## src/rtl/debounce_multi.sv

```systemverilog
// Purpose : multi-channel switch/contact debouncer. Each input is synchronised,
//           then filtered by a per-channel stable-time counter whose target is
//           chosen at runtime from four parameterised periods.
// Latency : a clean step appears on dout SYNC+T edges after the first edge that
//           samples it (T = selected period); bypass gives SYNC+1 edges.
// Backpr. : none. This is a free-running level filter with no handshake.
//
// Ports:
//   clk     system clock, rising edge
//   rst     asynchronous active-high reset
//   en      1 = filter active, 0 = bypass (dout follows synchronised input)
//   period  shared selector of target period P0..P3, used every cycle
//   din     raw asynchronous inputs, one bit per channel
//   dout    debounced levels (registered)
//   rise    one-cycle pulse on a dout 0->1 change (registered)
//   fall    one-cycle pulse on a dout 1->0 change (registered)
//   busy    channel counter is nonzero (registered)
module debounce_multi #(
  parameter int CH      = 4,
  parameter int CW      = 19,
  parameter int P0      = 50000,
  parameter int P1      = 100000,
  parameter int P2      = 200000,
  parameter int P3      = 500000,
  parameter int SYNC    = 2,
  parameter bit RST_VAL = 1'b0
) (
  input  logic          clk,
  input  logic          rst,
  input  logic          en,
  input  logic [1:0]    period,
  input  logic [CH-1:0] din,
  output logic [CH-1:0] dout,
  output logic [CH-1:0] rise,
  output logic [CH-1:0] fall,
  output logic [CH-1:0] busy
);

  // Commit thresholds are precomputed so the per-channel compare is against a
  // constant-width value and no subtractor is built in the datapath.
  localparam logic [CW-1:0] TM1_0 = CW'(P0 - 1);
  localparam logic [CW-1:0] TM1_1 = CW'(P1 - 1);
  localparam logic [CW-1:0] TM1_2 = CW'(P2 - 1);
  localparam logic [CW-1:0] TM1_3 = CW'(P3 - 1);

  // Shared period mux feeding every channel.
  logic [CW-1:0] w_tgt_m1;

  always_comb begin
    w_tgt_m1 = TM1_0;
    case (period)
      2'd0:    w_tgt_m1 = TM1_0;
      2'd1:    w_tgt_m1 = TM1_1;
      2'd2:    w_tgt_m1 = TM1_2;
      2'd3:    w_tgt_m1 = TM1_3;
      default: w_tgt_m1 = TM1_0;
    endcase
  end

  for (genvar gi = 0; gi < CH; gi++) begin : g_ch
    logic [SYNC-1:0] r_sync;
    logic [CW-1:0]   r_cnt;
    logic            r_dout;
    logic            r_rise;
    logic            r_fall;
    logic            r_busy;

    logic            w_s;
    logic [CW-1:0]   w_cnt_nxt;
    logic            w_dout_nxt;

    // Synchroniser runs independently of en so that bypass and filter mode
    // see the same resynchronised level.
    always_ff @(posedge clk or posedge rst) begin
      if (rst) begin
        r_sync <= {SYNC{RST_VAL}};
      end else begin
        r_sync <= {r_sync[SYNC-2:0], din[gi]};
      end
    end

    assign w_s = r_sync[SYNC-1];

    // Next-state for counter and level. The threshold uses >= so that a
    // period shortened mid-count commits at once rather than letting the
    // counter run on and wrap.
    always_comb begin
      w_cnt_nxt  = '0;
      w_dout_nxt = r_dout;
      if (!en) begin
        w_dout_nxt = w_s;
      end else if (w_s != r_dout) begin
        if (r_cnt >= w_tgt_m1) begin
          w_dout_nxt = w_s;
        end else begin
          w_cnt_nxt = r_cnt + CW'(1);
        end
      end
    end

    always_ff @(posedge clk or posedge rst) begin
      if (rst) begin
        r_cnt  <= '0;
        r_dout <= RST_VAL;
        r_rise <= 1'b0;
        r_fall <= 1'b0;
        r_busy <= 1'b0;
      end else begin
        r_cnt  <= w_cnt_nxt;
        r_dout <= w_dout_nxt;
        // Edge pulses derive from the level change itself, so they work the
        // same in filter and bypass mode and can never both be high.
        r_rise <= w_dout_nxt & ~r_dout;
        r_fall <= ~w_dout_nxt & r_dout;
        r_busy <= (w_cnt_nxt != '0);
      end
    end

    assign dout[gi] = r_dout;
    assign rise[gi] = r_rise;
    assign fall[gi] = r_fall;
    assign busy[gi] = r_busy;
  end

endmodule
```

## config.mk

```make
export PLATFORM = sky130hd
export DESIGN_NAME = debounce_multi
export DESIGN_NICKNAME = d
export VERILOG_FILES = /design/src/rtl/debounce_multi.sv
export SDC_FILE = /design/constraint.sdc
export NUM_CORES = 1
export LEC_CHECK = 0
export CELL_PAD_IN_SITES_DETAIL_PLACEMENT = 1
export CELL_PAD_IN_SITES_GLOBAL_PLACEMENT = 1
export CORE_AREA = 2 2 128 130
export DETAILED_ROUTE_END_ITERATION = 10
export DIE_AREA = 0 0 130 132
export PLACE_DENSITY_LB_ADDON = 0.1
export SYNTH_ARGS = -nofsm -noshare
export SYNTH_HDL_FRONTEND = slang
export SYNTH_SLANG_ARGS = --single-unit
```

## constraint.sdc

```tcl
create_clock -name clk -period 4.63 [get_ports clk]
set_clock_uncertainty 0.05 [all_clocks]
set_input_delay 0.926 -clock clk [delete_from_list [all_inputs] [get_ports clk]]
set_output_delay 0.926 -clock clk [all_outputs]
set_load 0.1 [all_outputs]
```

==> results of run 1 <==
==> layout make-up <==
| class | count | area share |
|---|---|---|
| Tap cell | 216 | 0.0360 |
| Clock inverter | 4 | 0.00650 |
| Sequential cell | 100 | 0.333 |
| Multi-Input combinational cell | 600 | 0.541 |
| Timing Repair Buffer | 33 | 0.0410 |
| Clock buffer | 12 | 0.0328 |
| Inverter | 19 | 0.00983 |
==> logic make-up after synthesis <==
logic type	Yosys count
and+or+nand+nor	332
xor gates and xnor gates	90
muxes	15
buffers and inverters	81
DFF	100
AOI/OAI and AO/OA	112
adders and majority gates	51
==> stage by stage <==
| step | hold WS (ns) | setup slack (ns) | utilization |
|---|---|---|---|
| after CTS | 0.308 | 0.553 | 0.478 |
| final | 0.299 | 0.515 | 0.478 |
| after global placement | 0.284 | 0.390 | 0.459 |
| after global routing | 0.311 | 0.228 | 0.478 |
| after detailed placement | 0.286 | 0.202 | 0.459 |
| after floorplan | 0.281 | 1.04 | - |
==> cells in the mapped netlist (3+ instances only) <==
master    count
a211oi_1      4
a21oi_1      20
a31oi_1      12
and2_1        5
and3_1       24
and3b_1       9
and4_1        7
buf_2        12
buf_4        19
clkbuf_1     29
dfrtp_1     100
ha_1         51
inv_1        19
mux2_2        8
mux2i_1       7
nand2_1      43
nand3_1      40
nand3b_1      7
nand4_1      24
nor2_1      109
nor2b_1      11
nor3_1       18
nor3b_1       4
nor4_1       13
o211ai_1     11
o21a_1        7
o21ai_0      27
or3_1         3
or4_1         4
xnor2_1      48
xor2_1       42
==> routing by layer <==
metal / GRT usage / part of all wire / vias up
li1: - / - / 2715
met1: 0.303 / 0.48 / 2861
met2: 0.360 / 0.49 / 71
met3: 0.0386 / 0.024 / 14
met4: 0.0526 / 0.010 / 0
met5: 0 / 0 / -
==> where the power goes <==
part / total (W) / switching, W / internal (W)
Sequential: 0.000912 / 0.0000184 / 0.000894
Combinational: 0.000272 / 0.000197 / 0.0000746
Clock: 0.000771 / 0.000337 / 0.000434
Total: 0.00196 / 0.000553 / 0.00140
==> registers in the layout, summed over array words and instances (netlist names) <==
name / count
g_ch.r_cnt: 76
g_ch.r_sync: 8
g_ch.r_busy: 4
g_ch.r_dout: 4
g_ch.r_fall: 4
g_ch.r_rise: 4
==> worst max path at each step <==
stage	end	depth (start not counted)
after detailed placement	g_ch[2].r_dout$_DFF_PP0_	11
final	g_ch[2].r_dout$_DFF_PP0_	11
after global routing	g_ch[1].r_cnt[14]$_DFF_PP0_	13
after floorplan	g_ch[0].r_busy$_DFF_PP0_	1
after global placement	g_ch[2].r_dout$_DFF_PP0_	11
after CTS	g_ch[2].r_dout$_DFF_PP0_	11
==> metrics.txt, run 1 <==
Synth top area share 0.359; hold depth 0; largest net degree at the start of global routing 76; # Max-Cap Violations 0; VDD IR max about 0.00018 V; CP delay by family, top compound AO/OA/AOI/OAI gates; CTS buffer count 9; Mapped Avg Cell Area roughly 9 sq um; Least-Margin Pin Slew ~0.97 ns; Setup TNS Final 0 ns; Initial Utilization 0.443; crit path launch period[0]; Synth async-reset ratio 1.00; post-route minimum period a little over 4 ns; IO buf count 24; Leakage Power ~3.1 nW; R2R cell count 8; slowest CP cell o21ai_0; mux cell area share after synthesis 0.0230; root buffer cell clkbuf_16; clock sink count 100; Seq/Total Area, Yosys 0.359; Final Non-Filler Cells about 1000; Iter 0 DRT Violations 265; WL per Instance roughly 18 um; Slew Limit Fails 0; buffer depth of the longest clock path 2; commonest cells after routing, fill and taps aside 109 x nor2_1, 100 x dfrtp_1, 51 x ha_1, 48 x xnor2_1, 43 x nand2_1; vias in the first global route around 5.9k; CP arrival around 4.3 ns; synth top area cells dfrtp_1 36%, ha_1 9.2%, xnor2_1 6.0%; number of fillers in the final layout roughly 1.8k; antenna viol nets, final 0; Row Count 46; post-CTS setup repair buffer count 0; n_diodes 0; Hold Path Origin g_ch[0].r_sync[0]$_DFF_PP0_; hold endpoint g_ch[0].r_sync[1]$_DFF_PP0_; Die H about 130 um; library cells used by synthesis 61; die area 17200 sq um; adder-cell area share of the yosys netlist 0.0916; initial antenna violation count 0; Inst Count DP between 900 and 1k; largest family of logic cells by synthesized area simple AND/OR/NAND/NOR gates; Post-synth EDFFs 0; core region area ~16000 sq um; Max Clock Freq around 240 MHz; hold_buf cts 0; simple-gate share of the synthesized area 0.248; DRC violations left 0; CTS tree built; Worst EP required slightly below 5 ns; setup slack, reg-to-reg 1.79 ns; global route overflow 0; Nets 823; GRT Overall Usage 0.220; Synth Flop Type dfrtp_1; area of the multi-input gates roughly 4000 sq um; worst hold path type flop to flop; DRT Pass-1 Iters 6; layout cells sized above 1 0.0482; placed cell area between 7000 and 8000 sq um; Compound-Gate Fraction of Synth Area 0.107; outcome complete, no violations; critical path class input pin to flop; Critical Path Start Type input pin; HPWL Detailed 13.0 mm; Mapped Nets ~840; H-tree depth 3; RSZ-0062 raised after global routing no; number of I/O pins 25; Synth Area in XOR/XNOR 0.113; Worst setup EP type flop; via count approximately 5.7k; GPL Wtd Cong roughly 0.87; CTS resizes 0; Critical R2R Launch g_ch[1].r_cnt[6]$_DFF_PP0_; CP max stage delay roughly 0.58 ns; Area Growth Syn to Fin 7.87%; crit path cell chain clkdlybuf4s50_1, inv_1, ha_1, o21ai_0, ha_1, and3_1, o21ai_0, nand3b_1, or3_1, a21oi_1, mux2_2; Worst Path Buf+Inv 2; Reg2Reg Capture Point g_ch[1].r_cnt[17]$_DFF_PP0_; Die Wd 130 um; final worst path period share 0.889; clock transition at the registers of the reported paths ~0.07 ns; commonest non-fill, non-tap cell in the layout nor2_1; register area between 2000 and 3000 sq um; design area 7510 sq um; Cells after Synth 781; Worst-Skew Late Latency around 0.35 ns; Fin. Hold Viols 0; Power Density roughly 260 nW/um^2; worst relative slew slack 0.349; first-pass GRT wire length 30.1 mm; overall power ~0.002 W; final setup fails 0; WL final around 18 mm; Yosys reg bits 100; dominant cell type by area after synthesis dfrtp_1; YS warnings 0; critical-path maximum fanout 4; Mapped Area 6960 sq um; vias per cell ~5.8
No activity file was read; power rests on OpenSTA's default activity.
==> run 2: changes to the inputs <==
GPL_ROUTABILITY_DRIVEN = 0   (was default)
HOLD_SLACK_MARGIN = 0.12   (was default)
==> results of run 2 <==
Final layout, timing and power as in run 1 (identical DEF).
